### config.mk
export PLATFORM = sky130hd
export DESIGN_NAME = adc_share_arbiter
export DESIGN_NICKNAME = d
export VERILOG_FILES = /design/src/rtl/adc_arb_pkg.sv /design/src/rtl/rr_pick.sv /design/src/rtl/adc_share_arbiter.sv
export SDC_FILE = /design/constraint.sdc
export NUM_CORES = 1
export LEC_CHECK = 0
export ABC_AREA = 1
export CAP_MARGIN = 15
export CORE_MARGIN = 3
export CORE_UTILIZATION = 47
export DETAILED_ROUTE_END_ITERATION = 7
export GPL_ROUTABILITY_DRIVEN = 0
export PLACE_DENSITY = 0.83
export SLEW_MARGIN = 20
export SYNTH_ARGS = -nofsm -noshare
export SYNTH_HDL_FRONTEND = slang
export SYNTH_HIERARCHICAL = 1
export SYNTH_SLANG_ARGS = --single-unit
### constraint.sdc
create_clock -name clk -period 1.85 [get_ports clk]
set_clock_uncertainty 0.05 [all_clocks]
set_input_delay 0.555 -clock clk [delete_from_list [all_inputs] [get_ports clk]]
set_output_delay 0.555 -clock clk [all_outputs]
set_load 0.05 [all_outputs]
### src/rtl/adc_arb_pkg.sv
// Shared types, default parameters and helpers for the ADC sharing arbiter.
package adc_arb_pkg;

    typedef enum logic {StIdle, StConv} state_e;

    localparam int unsigned N_REQ_DEF   = 4;
    localparam int unsigned DATA_W_DEF  = 8;
    localparam int unsigned TIMEOUT_DEF = 255;
    localparam int unsigned TO_W_DEF    = 16;

    // Encoder for up to eight one-hot bits; all-zero input maps to index 0.
    function automatic logic [2:0] onehot2idx(input logic [7:0] oh);
        logic [2:0] idx;
        idx = '0;
        for (int i = 0; i < 8; i++) begin
            if (oh[i]) idx = idx | 3'(i);
        end
        return idx;
    endfunction

endpackage

### src/rtl/rr_pick.sv
// Combinational round-robin picker: first set request at or above ptr_i, with wrap-around.
module rr_pick #(
    parameter int unsigned N    = 4,
    parameter int unsigned IdxW = 2
) (
    input  logic [N-1:0]    req_i,
    input  logic [IdxW-1:0] ptr_i,
    output logic            valid_o,
    output logic [IdxW-1:0] idx_o,
    output logic [N-1:0]    onehot_o
);

    logic [IdxW-1:0] cand;

    always_comb begin
        valid_o  = 1'b0;
        idx_o    = '0;
        onehot_o = '0;
        cand     = '0;
        // Walk offsets from far to near so the nearest requester is written last and wins.
        for (int i = int'(N) - 1; i >= 0; i--) begin
            cand = IdxW'((32'(ptr_i) + 32'(i)) % N);
            if (req_i[cand]) begin
                valid_o = 1'b1;
                idx_o   = cand;
            end
        end
        if (valid_o) onehot_o[idx_o] = 1'b1;
    end

endmodule

### src/rtl/adc_share_arbiter.sv
// Round-robin arbiter sharing one ADC among N_REQ capture channels, with conversion timeout.
module adc_share_arbiter
    import adc_arb_pkg::*;
#(
    parameter int unsigned N_REQ   = N_REQ_DEF,
    parameter int unsigned DATA_W  = DATA_W_DEF,
    parameter int unsigned TIMEOUT = TIMEOUT_DEF,
    parameter int unsigned TO_W    = TO_W_DEF
) (
    input  logic              clk,
    input  logic              reset,
    input  logic [N_REQ-1:0]  req_i,
    output logic [N_REQ-1:0]  rdy_o,
    output logic [DATA_W-1:0] data_o,
    output logic [N_REQ-1:0]  grant_o,
    output logic              adc_req,
    input  logic              adc_rdy,
    input  logic [DATA_W-1:0] adc_data,
    output logic              busy,
    input  logic              err_clr,
    output logic              timeout_err,
    output logic [2:0]        err_id,
    output logic [15:0]       conv_cnt
);

    localparam int unsigned IDX_W = (N_REQ > 1) ? $clog2(N_REQ) : 1;

    state_e             state_q, state_d;
    logic [N_REQ-1:0]   grant_q, grant_d;
    logic [IDX_W-1:0]   idx_q, idx_d;
    logic [IDX_W-1:0]   ptr_q, ptr_d;
    logic [TO_W-1:0]    cnt_q, cnt_d;
    logic [DATA_W-1:0]  data_q, data_d;
    logic [N_REQ-1:0]   rdy_q, rdy_d;
    logic               err_q, err_d;
    logic [2:0]         err_id_q, err_id_d;
    logic [15:0]        conv_cnt_q, conv_cnt_d;

    logic               pick_valid;
    logic [IDX_W-1:0]   pick_idx;
    logic [N_REQ-1:0]   pick_oh;
    logic [IDX_W-1:0]   ptr_nxt;
    logic [TO_W-1:0]    cnt_inc;
    logic [N_REQ-1:0]   deliver;

    rr_pick #(
        .N    (N_REQ),
        .IdxW (IDX_W)
    ) u_rr_pick (
        .req_i    (req_i),
        .ptr_i    (ptr_q),
        .valid_o  (pick_valid),
        .idx_o    (pick_idx),
        .onehot_o (pick_oh)
    );

    assign ptr_nxt = (idx_q == IDX_W'(N_REQ - 1)) ? '0 : idx_q + IDX_W'(1);
    assign cnt_inc = cnt_q + TO_W'(1);
    // Only a channel still holding its request receives the sample.
    assign deliver = grant_q & req_i;

    always_comb begin
        state_d    = state_q;
        grant_d    = grant_q;
        idx_d      = idx_q;
        ptr_d      = ptr_q;
        cnt_d      = cnt_q;
        data_d     = data_q;
        rdy_d      = '0;
        err_d      = err_q;
        err_id_d   = err_id_q;
        conv_cnt_d = conv_cnt_q;

        if (err_clr) err_d = 1'b0;

        case (state_q)
            StIdle: begin
                if (pick_valid) begin
                    state_d = StConv;
                    grant_d = pick_oh;
                    idx_d   = pick_idx;
                    cnt_d   = '0;
                end
            end
            StConv: begin
                cnt_d = cnt_inc;
                if (adc_rdy) begin
                    if (|deliver) begin
                        data_d     = adc_data;
                        rdy_d      = deliver;
                        conv_cnt_d = conv_cnt_q + 16'd1;
                    end
                    state_d = StIdle;
                    grant_d = '0;
                    ptr_d   = ptr_nxt;
                end else if (cnt_inc == TO_W'(TIMEOUT)) begin
                    // Timeout outranks a same-cycle err_clr.
                    state_d  = StIdle;
                    grant_d  = '0;
                    ptr_d    = ptr_nxt;
                    err_d    = 1'b1;
                    err_id_d = onehot2idx(8'(grant_q));
                end
            end
            default: state_d = StIdle;
        endcase
    end

    always_ff @(posedge clk) begin
        if (reset) begin
            state_q    <= StIdle;
            grant_q    <= '0;
            idx_q      <= '0;
            ptr_q      <= '0;
            cnt_q      <= '0;
            data_q     <= '0;
            rdy_q      <= '0;
            err_q      <= 1'b0;
            err_id_q   <= '0;
            conv_cnt_q <= '0;
        end else begin
            state_q    <= state_d;
            grant_q    <= grant_d;
            idx_q      <= idx_d;
            ptr_q      <= ptr_d;
            cnt_q      <= cnt_d;
            data_q     <= data_d;
            rdy_q      <= rdy_d;
            err_q      <= err_d;
            err_id_q   <= err_id_d;
            conv_cnt_q <= conv_cnt_d;
        end
    end

    assign grant_o     = grant_q;
    assign adc_req     = (state_q == StConv);
    assign busy        = (state_q == StConv);
    assign rdy_o       = rdy_q;
    assign data_o      = data_q;
    assign timeout_err = err_q;
    assign err_id      = err_id_q;
    assign conv_cnt    = conv_cnt_q;

endmodule

==> run_results.csv, run 1 <==
group,metric,value,unit
global_route,grt_pass1_vias,3146,
worst_setup_path,reg2reg_depth,12,
clock_network,cts_root_buf,"clkbuf_8",
finish,final_cell_area,4380,um^2
die,rows,28,
global_route,grt_pass1_wl,13800,um
die,dieArea,7220,um^2
worst_setup_path,critical_path.top_delay_family,"simple AND/OR/NAND/NOR gates",
logic_synthesis,synth_top_family_by_area,"simple AND/OR/NAND/NOR gates",
logic_synthesis,synth_simple_gate_area_share,40.9,%
drt,first_iter_violations,270,
logic_synthesis,ys_warn_count,6,
die,start_util,48.9,%
worst_setup_path,cp_cell_sequence,"nand2_1 -> nor2_2 -> nand3_1 -> nand2_1 -> nand2_1 -> nor2_2 -> nand2_1 -> nor2_4 -> nand2_4 -> nand2_4 -> o21a_1 -> nor2_1",
worst_setup_path,arrival,2.12,ns
clock_network,cts.reportedPaths.clkPinSlew,0.10,ns
worst_setup_path,critPathBufInv,0,
worst_setup_path,reg2reg_to,"ptr_q[0]",
finish,regArea,1140,um^2
logic_synthesis,synthMuxAreaShare,0,%
finish,area_growth,49.6,%
logic_synthesis,synth-seq-cells,56,
drt,vias,3224,
die,core_region_area,5990,um^2
power_and_ir_drop,p_leak,1.86,nW
worst_setup_path,r2r_slack,-0.1,ns
placement,dpl_cell_area,3970,um^2
sta,fin_ws,-0.0979,ns
die,ios,54,
finish,drive_gt1_share,36.5,%
power_and_ir_drop,vdd_ir_drop_max,0.408,mV
drt,routedWlPerCell,14.2,um
global_route,grt_max_degree,29,
power_and_ir_drop,p_switching,0.000794,W
clock_network,clkLatencyLatePin,0.32,ns
hold_path,hold_depth,1,
logic_synthesis,synth-compound-area-share,10.0,%
drt,firstDrtPassIters,4,
status,violations,"negative setup slack",
sta,hold_viol_final,0,
clock_network,clock_path_buffers,2,
clock_network,cts.htree.levels,2,
drt,vias_per_cell,5.29,
job,drv_cap,0,
sta,min_period,1.95,ns
sta,post-route-period-util,105,%
sta,holdWs,0.436,ns
placement,numPortBuffers,52,
logic_synthesis,syn_inst,434,
finish,antenna_cells,0,
worst_setup_path,cp_slowest_cell,"dfxtp_1",
logic_synthesis,synth_area,2930,um^2
hold_path,hold_path_class,"reg -> reg",
finish,final_common_cell,"nand2_1",
worst_setup_path,critPathRequiredTime,2.03,ns
power_and_ir_drop,comb_power_share,21.7,%
worst_setup_path,critical-path-max-stage-delay,0.40,ns
global_route,grt_usage,22.9,%
global_route,grt.overflow.total,0,
logic_synthesis,synth_fa_ha_area_share,1.71,%
clock_network,ctsHoldBuffers,0,
power_and_ir_drop,p_per_area,578,nW/um^2
drt,final_antenna_net_count,0,
placement,hpwl,5660,um
clock_network,cts_tree,"yes",
worst_setup_path,r2r-start,"cnt_q[8]",
finish,fillers,417,
drt,remaining_drc_errors,0,
die,die_x,85.0,um
placement,dpl_worst_slack,-0.625,ns
worst_setup_path,crit_top_cell,"nand2_1",
power_and_ir_drop,pwr-share-seq,50.6,%
global_route,antenna_found_initial,0,
sta,grt_setup_unrepaired,"true",
finish,multi_input_area,1790,um^2
status,status,"complete, but fails checks",
worst_setup_path,worst-path-max-fanout,6,
sta,finalSetupViolations,9,
logic_synthesis,avgSynthCellArea,6.75,um^2
worst_setup_path,path_class,"reg -> reg",
sta,finalMaxSlewViolations,0,
sta,fmax,0.513,GHz
clock_network,cts_sinks,56,
power_and_ir_drop,finalPower,0.00253,W
finish,final_nets,553,
power_and_ir_drop,swShare,31.4,%
power_and_ir_drop,p_int,0.00174,W
drt,finalWirelength,8640,um
logic_synthesis,ys_types,33,
worst_setup_path,crit_path_start_kind,"flip-flop",
hold_path,min_to,"conv_cnt[0]",
die,die_y,85.0,um
power_and_ir_drop,p_clk_share,27.8,%
clock_network,numCtsBuffers,5,
sta,finalSetupTns,-0.522,ns
logic_synthesis,synth_xor_area_share,0.897,%
logic_synthesis,synth_nets,454,
hold_path,min_from,"conv_cnt[0]",
logic_synthesis,ys_seq_area_share,38.3,%
finish,final_cell_mix,"nand2_1 (106), buf_4 (66), nor2_1 (47)",
worst_setup_path,cp-end-kind,"flip-flop",
-- routing by layer --
metal  routed length, um  GRT usage [%]  vias up
met2                4570           42.2      112
met3                 490           5.44       31
met1                3370           25.9     1496
li1                    -              -     1585
met4                 214           6.91        0
met5                   0              0        -
-- through the flow --
step | utilization [%] | std cells
after global placement | 66.2 | 589
after CTS | 70.2 | 605
after floorplan | - | 434
after global routing | 73.2 | 609
after detailed placement | 66.2 | 589
final | 73.2 | 609
-- worst max-delay path by stage --
stage,startpoint,endpoint,slack [ns],cells past startpoint
after floorplan,req_i[2],cnt_q[10],0.002,8
after global placement,req_i[3],conv_cnt[15],-0.50,12
after detailed placement,req_i[3],conv_cnt[15],-0.63,12
after CTS,cnt_q[1],ptr_q[0],-0.06,15
after global routing,cnt_q[1],ptr_q[0],-0.23,15
final,cnt_q[8],ptr_q[0],-0.1,12
-- power by group through the flow --
stage,clock [W],combinational (W),sequential [W]
after floorplan,0,0.000241,0.00137
final,0.000703,0.000549,0.00128
after CTS,0.000701,0.000523,0.00128
after global routing,0.000752,0.000592,0.00128
after global placement,0,0.000500,0.00130
after detailed placement,0,0.000513,0.00130
-- cell usage after synthesis --
cell type / number / share of area, %
a21oi_1: 28 / 4.8
xnor2_1: 3 / 0.90
nand2_2: 14 / 3.0
nor3_1: 6 / 1.0
buf_6: 1 / 0.38
nand4_1: 13 / 2.8
nand3b_2: 1 / 0.38
nor2_2: 10 / 2.1
or2_2: 2 / 0.43
inv_1: 37 / 4.7
nor3b_1: 4 / 1.0
inv_2: 6 / 0.77
nor2_4: 3 / 1.2
a2bb2oi_1: 1 / 0.30
nand2_4: 4 / 1.5
nor2_1: 55 / 7.0
buf_1: 3 / 0.38
o21ai_0: 21 / 3.6
dfxtp_1: 56 / 38
buf_4: 3 / 0.77
o21ai_1: 2 / 0.34
inv_6: 1 / 0.30
nand2_1: 119 / 15
o21a_1: 1 / 0.26
nand3_1: 20 / 3.4
clkbuf_1: 6 / 0.77
nand3b_1: 1 / 0.26
conb_1: 1 / 0.13
ha_1: 4 / 1.7
nand3_2: 3 / 1.0
nor4_1: 1 / 0.21
a211oi_1: 3 / 0.77
and3_1: 1 / 0.21
-- cells by family after synthesis --
family                     Yosys count
and+or+nand+nor                    257
buffers and inverters               57
AOI/OAI and AO/OA                   56
DFF                                 56
adders and majority gates            4
xor gates and xnor gates             3
other                                1
-- flip-flops by register name, indices dropped and copies added (netlist names) --
signal       cells
idx_q            2
grant_o          4
timeout_err      1
rdy_o            4
cnt_q           16
adc_req          1
data_o           8
conv_cnt        16
err_id           2
ptr_q            2
-- layout make-up --
class                   instances  share of cell area [%]
repair buffers                105                    25.0
inverters                      44                    3.88
well taps                      75                    2.14
flip-flops and latches         56                    26.1
clock inverters                 3                   0.485
multi-input cells             321                    40.8
clock buffers                   5                    1.57
-- timing repair --
action	in CTS	in global routing
resized for setup	30	42
pin swaps	14	23
setup buffers	8	5
setup endpoints to repair	36	32
gates cloned	0	0
Note: power is estimated with default switching activity, not from simulation.
==> inputs of run 2 (changes only) <==
--- a/config.mk
+++ b/config.mk
@@ -10,7 +10,6 @@
 export CORE_MARGIN = 3
 export CORE_UTILIZATION = 47
 export DETAILED_ROUTE_END_ITERATION = 7
-export GPL_ROUTABILITY_DRIVEN = 0
 export PLACE_DENSITY = 0.83
 export SLEW_MARGIN = 20
 export SYNTH_ARGS = -nofsm -noshare
==> run 2 against run 1 <==
The flow still finishes with violations (negative setup slack). Critical path depth grew 1. Combinational power increased by 12%. Power rose by 7.1%. Worst hold slack worse by 0.0060 ns. Die area did not move. Cell area grew 3.9%. Clock power up 15%. Via count rose by 11%. Utilization increased by 2.8 points. Sequential share of layout area is 0.83 points lower. Final cell count increased by 3.6%. Clock-buffer cell count did not move. Critical path type unchanged.
==> run_results.csv, run 2 (same netlist as run 1, synthesis figures left out) <==
group,metric,value,unit
global_route,grt_max_degree,29,
worst_setup_path,path_class,"reg -> reg",
die,dieArea,7220,um^2
sta,hold_viol_final,0,
hold_path,hold_depth,2,
worst_setup_path,critPathBufInv,0,
die,die_x,85.0,um
clock_network,clock_path_buffers,2,
finish,finish.utilization,76.0,%
global_route,grt_usage,26.3,%
finish,antenna_cells,0,
status,status,"complete, but fails checks",
hold_path,min_to,"conv_cnt[15]",
drt,remaining_drc_errors,0,
clock_network,cts.reportedPaths.clkPinSlew,0.13,ns
global_route,grt.overflow.total,0,
sta,min_period,2.06,ns
die,core_region_area,5990,um^2
die,start_util,48.9,%
job,drv_cap,0,
worst_setup_path,crit_path_start_kind,"flip-flop",
clock_network,ctsHoldBuffers,0,
power_and_ir_drop,p_per_area,596,nW/um^2
sta,finalMaxSlewViolations,0,
global_route,grt_pass1_vias,3480,
die,ios,54,
worst_setup_path,critPathRequiredTime,2.03,ns
global_route,antenna_found_initial,0,
finish,final_nets,575,
finish,final_common_cell,"nand2_1",
worst_setup_path,critical-path-max-stage-delay,0.37,ns
clock_network,cts_root_buf,"clkbuf_8",
status,violations,"negative setup slack",
drt,vias,3576,
sta,post-route-period-util,111,%
worst_setup_path,r2r_slack,-0.21,ns
global_route,grt_pass1_wl,15500,um
finish,drive_gt1_share,40.5,%
placement,dpl_cell_area,3950,um^2
worst_setup_path,worst-path-max-fanout,6,
clock_network,numCtsBuffers,5,
finish,area_growth,55.3,%
die,rows,28,
worst_setup_path,arrival,2.24,ns
die,die_y,85.0,um
drt,first_iter_violations,409,
drt,finalWirelength,10900,um
clock_network,clkLatencyLatePin,0.35,ns
hold_path,hold_path_class,"reg -> reg",
worst_setup_path,reg2reg_to,"ptr_q[0]",
finish,final_cell_area,4550,um^2
worst_setup_path,cp_cell_sequence,"ha_4 -> nand2_4 -> nor2_4 -> nand3_1 -> nand2_1 -> nand2_1 -> nor2_1 -> nand2_1 -> nor2_4 -> nand2_4 -> nand2_4 -> o21a_1 -> nor2_1",
placement,hpwl,5760,um
drt,firstDrtPassIters,6,
finish,multi_input_area,1800,um^2
finish,fin_cells,631,
worst_setup_path,r2r-start,"cnt_q[0]",
sta,holdWs,0.430,ns
sta,grt_setup_unrepaired,"true",
worst_setup_path,cp_slowest_cell,"dfxtp_2",
worst_setup_path,cp-end-kind,"flip-flop",
placement,numPortBuffers,52,
placement,place_congestion,0.927,
clock_network,cts_tree,"yes",
sta,fmax,0.486,GHz
drt,final_antenna_net_count,0,
drt,vias_per_cell,5.67,
worst_setup_path,crit_start,"cnt_q[0]",
sta,fin_ws,-0.209,ns
finish,fillers,360,
finish,regArea,1150,um^2
sta,finalSetupViolations,10,
power_and_ir_drop,vdd_ir_drop_max,1.00,mV
clock_network,cts.htree.levels,2,
clock_network,cts_sinks,56,
worst_setup_path,reg2reg_depth,13,
placement,placed_cells,587,
finish,final_cell_mix,"nand2_1 (102), buf_4 (87), nor2_1 (49)",
worst_setup_path,critical_path.top_delay_family,"simple AND/OR/NAND/NOR gates",
hold_path,min_from,"conv_cnt[15]",
drt,routedWlPerCell,17.2,um
power_and_ir_drop,p_leak,1.96,nW
run 2: cell count changes in the layout (fill, tap and decap cells not counted), sizes merged:
cell         change
clkinvlp         -1
clkinv           -1
dlygate4sd2      -4
inv              +2
clkbuf           +4
buf             +22
run 2: where the power goes:
group          internal (W)  switching (W)  total [W]
Clock              0.000289       0.000520   0.000809
Combinational      0.000251       0.000364   0.000614
Sequential          0.00124      0.0000464    0.00129
run 2: area by class of cell:
class                           instances  share of cell area, %
Multi-Input combinational cell        321                   39.5
Clock buffer                            5                   1.51
Timing Repair Buffer                  127                   27.3
Sequential cell                        56                   25.3
Clock inverter                          3                  0.632
Tap cell                               75                   2.06
Inverter                               44                   3.74
run 2: worst max-delay path by stage:
stage | end | slack, ns | cells past startpoint
after floorplan | cnt_q[10] | 0.002 | 8
after global placement | conv_cnt[15] | -0.51 | 12
after detailed placement | conv_cnt[15] | -0.63 | 12
after CTS | ptr_q[0] | -0.04 | 15
after global routing | ptr_q[0] | -0.32 | 15
final | ptr_q[0] | -0.21 | 13
run 2: per-stage QoR:
stage	setup WS (ns)	total power, W	setup TNS, ns
2_1_floorplan	0.00228	0.00161	0
3_3_place_gp	-0.507	0.00180	-15.16
5_1_grt	-0.317	0.00278	-2.57
6_report	-0.209	0.00271	-1.13
3_5_place_dp	-0.630	0.00181	-18.58
4_1_cts	-0.0382	0.00258	-0.0470
run 2: worst min-delay path, cell delays in order, from the launching register on:
cell	delay, ns
dfxtp_1	0.33
inv_1	0.06
a21oi_1	0.06
run 2: per-layer routing:
| metal | up-vias | routed length (um) | track usage [%] |
|---|---|---|---|
| li1 | 1633 | - | - |
| met1 | 1664 | 4030 | 29.0 |
| met2 | 214 | 5420 | 47.6 |
| met3 | 65 | 819 | 4.95 |
| met4 | 0 | 600 | 13.8 |
| met5 | - | 0 | 0 |
run 2: timing repair:
action,4_1_cts,5_1_grt
setup buffers,26,9
setup endpoints to repair,36,36
pin swaps,18,30
cloned,0,1
gates resized for setup,28,61
==> inputs of run 3 (changes only) <==
--- a/config.mk
+++ b/config.mk
@@ -8,11 +8,10 @@
 export ABC_AREA = 1
 export CAP_MARGIN = 15
 export CORE_MARGIN = 3
-export CORE_UTILIZATION = 47
+export CORE_UTILIZATION = 48
 export DETAILED_ROUTE_END_ITERATION = 7
-export PLACE_DENSITY = 0.83
+export PLACE_DENSITY = 0.84
 export SLEW_MARGIN = 20
 export SYNTH_ARGS = -nofsm -noshare
 export SYNTH_HDL_FRONTEND = slang
-export SYNTH_HIERARCHICAL = 1
 export SYNTH_SLANG_ARGS = --single-unit
==> run 3 against run 2 <==
The run still ends with negative setup slack left. Critical path depth shrank 3. Sequential share of layout area down 0.44 points. Worst hold slack improved by 0.0090 ns. Clock-buffer cell count did not move. Via count fell by 3.8%. Critical path type is now in -> reg. Critical endpoint is now cnt_q[5]. Cell area up 2.0%. Highest routed layer unchanged. Utilization grew 0.61 points. Maximum frequency up 8.0%. Sequential power up 3%.
==> run_results.csv, run 3 <==
group,metric,value,unit
drt,routed-wl-met2,5120,um
clock_network,cts_sinks,56,
placement,place_congestion,0.874,
clock_network,cts_root_buf,"clkbuf_8",
power_and_ir_drop,vdd_ir_drop_max,0.431,mV
drt,wl_met3,428,um
logic_synthesis,synth-seq-cells,56,
clock_network,cts.reportedPaths.clkPinSlew,0.10,ns
power_and_ir_drop,comb_power_share,26.3,%
die,core_region_area,6060,um^2
logic_synthesis,ys_seq_area_share,36.5,%
sta,fmax,0.525,GHz
placement,dpl_cell_area,4130,um^2
finish,finish.utilization,76.6,%
logic_synthesis,synth.area.top_cells,"dfxtp_1 (36%), nand2_1 (16%), nor2_1 (8.7%)",
global_route,grt_max_degree,31,
logic_synthesis,synth-compound-area-share,10.7,%
sta,finalSetupViolations,11,
clock_network,numCtsBuffers,5,
sta,fin_ws,-0.0555,ns
worst_setup_path,reg2reg_depth,12,
global_route,antenna_found_initial,0,
clock_network,clock_path_buffers,2,
finish,fillers,396,
clock_network,cts.htree.levels,2,
worst_setup_path,reg2reg_to,"grant_o[1]",
logic_synthesis,synth_flop_cell,"dfxtp_1",
power_and_ir_drop,p_per_area,593,nW/um^2
power_and_ir_drop,p_clk_share,25.5,%
die,rows,28,
worst_setup_path,cp-end-kind,"flip-flop",
global_route,grt_usage,24.0,%
worst_setup_path,arrival,2.09,ns
sta,min_period,1.91,ns
drt,routedWlPerCell,14.8,um
sta,grt_setup_unrepaired,"true",
drt,remaining_drc_errors,0,
power_and_ir_drop,p_switching,0.000924,W
logic_synthesis,ys_types,37,
clock_network,cts_tree,"yes",
logic_synthesis,synth_area,3070,um^2
logic_synthesis,synth_most_common_cell,"nand2_1",
logic_synthesis,synth_simple_gate_area_share,40.6,%
placement,hpwl,6120,um
finish,final_nets,586,
drt,top_layer,"met4",
job,drv_cap,0,
worst_setup_path,crit_start,"req_i[1]",
worst_setup_path,crit_path_start_kind,"input port",
finish,final_common_cell,"nand2_1",
finish,area_growth,51.1,%
status,status,"complete, but fails checks",
drt,firstDrtPassIters,5,
global_route,grt.overflow.total,0,
sta,finalSetupTns,-0.213,ns
logic_synthesis,synth_top_family_by_area,"simple AND/OR/NAND/NOR gates",
die,dieArea,7400,um^2
clock_network,ctsHoldBuffers,0,
finish,final_cell_mix,"nand2_1 (110), nor2_1 (59), buf_4 (59)",
hold_path,hold_path_class,"reg -> reg",
power_and_ir_drop,p_leak,1.96,nW
sta,holdWs,0.439,ns
logic_synthesis,synthMuxAreaShare,0,%
finish,drive_gt1_share,34.6,%
sta,post-route-period-util,103,%
drt,final_antenna_net_count,0,
logic_synthesis,synth_fa_ha_area_share,1.63,%
power_and_ir_drop,pwr-share-seq,48.2,%
global_route,grt_pass1_wl,14500,um
logic_synthesis,synth_top_area_share,36.5,%
worst_setup_path,endpoint,"cnt_q[5]",
worst_setup_path,r2r-start,"ptr_q[0]",
logic_synthesis,synth_edf_count,0,
global_route,grt_pass1_vias,3311,
die,die_y,86.0,um
logic_synthesis,ys_warn_count,0,
placement,numPortBuffers,52,
sta,finalMaxSlewViolations,0,
drt,finalWirelength,9520,um
worst_setup_path,worst-path-max-fanout,8,
status,violations,"negative setup slack",
logic_synthesis,synth_xor_area_share,1.71,%
logic_synthesis,syn_inst,468,
die,ios,54,
logic_synthesis,synthTopCellsByCount,"nand2_1 (127), nor2_1 (71), dfxtp_1 (56), inv_1 (48), a21oi_1 (29)",
worst_setup_path,r2r_slack,-0.05,ns
finish,antenna_cells,0,
logic_synthesis,avgSynthCellArea,6.56,um^2
power_and_ir_drop,p_int,0.00183,W
die,start_util,50.7,%
logic_synthesis,yosysTopAreaCell,"dfxtp_1",
drt,vias_per_cell,5.36,
drt,vias,3439,
logic_synthesis,async_flop_share,0,%
drt,first_iter_violations,143,
worst_setup_path,path_class,"in -> reg",
clock_network,clkLatencyLatePin,0.31,ns
worst_setup_path,critPathRequiredTime,2.03,ns
sta,hold_viol_final,0,
finish,final_cell_area,4640,um^2
power_and_ir_drop,swShare,33.5,%
logic_synthesis,synth_nets,488,
die,die_x,86.0,um
drt,m1WireLength,3810,um
run 3: worst min path at each step:
stage | from | end | slack, ns | cells past startpoint
2_1_floorplan | idx_q[1] | idx_q[1] | 0.41 | 2
3_3_place_gp | timeout_err | timeout_err | 0.41 | 2
3_5_place_dp | timeout_err | timeout_err | 0.42 | 2
4_1_cts | timeout_err | timeout_err | 0.43 | 2
5_1_grt | timeout_err | timeout_err | 0.45 | 2
6_report | timeout_err | timeout_err | 0.44 | 2
run 3: final cells by class:
class / instances / area (um^2) / share of cell area [%]
multi-input cells: 346 / 1940 / 41.7
repair buffers: 105 / 1160 / 25.1
clock inverters: 3 / 21.3 / 0.458
flip-flops and latches: 56 / 1150 / 24.9
clock buffers: 5 / 68.8 / 1.48
inverters: 52 / 205 / 4.42
well taps: 75 / 93.8 / 2.02
run 3: cell families after synthesis:
family	count (synthesis)
simple gates	274
compound gates	61
fa+ha+maj	4
flops	56
xor+xnor	6
buf+inv	66
other cells	1
run 3: through the flow:
stage / cells / total power (W) / worst slack (ns)
6_report: 642 / 0.00275 / -0.0555
5_1_grt: 642 / 0.00289 / -0.167
4_1_cts: 639 / 0.00266 / 0.00505
3_5_place_dp: 621 / 0.00195 / -0.548
3_3_place_gp: 621 / 0.00193 / -0.465
2_1_floorplan: 468 / 0.00170 / 0.0125
run 3: power by group through the flow:
| stage | logic [W] | registers [W] | clock network, W |
|---|---|---|---|
| floorplan | 0.000286 | 0.00142 | 0 |
| global placement | 0.000593 | 0.00134 | 0 |
| detailed placement | 0.000613 | 0.00134 | 0 |
| CTS | 0.000639 | 0.00132 | 0.000708 |
| global route | 0.000782 | 0.00133 | 0.000772 |
| finish | 0.000723 | 0.00133 | 0.000703 |
run 3: layer usage:
layer	vias to the layer above	global-route usage [%]
met5	-	0
met3	19	4.42
met1	1620	27.1
met2	106	44.8
li1	1694	-
met4	0	7.77
run 3: what timing repair did:
item | 4_1_cts | 5_1_grt
cloned | 0 | 1
setup buffers | 11 | 2
pin swaps | 20 | 25
hold endpoints to repair | 0 | 0
endpoints found under the setup margin | 42 | 32
gates resized for setup | 27 | 74
run 3: worst max-delay path, cell delays in order:
cell and delay [ns]:
dlygate4sd2_1 0.25, buf_6 0.13, inv_4 0.05, o21ai_0 0.14, nor2_2 0.22, nand3_4 0.11, nor2_4 0.23, buf_12 0.16
nand2_1 0.08, a21oi_2 0.16
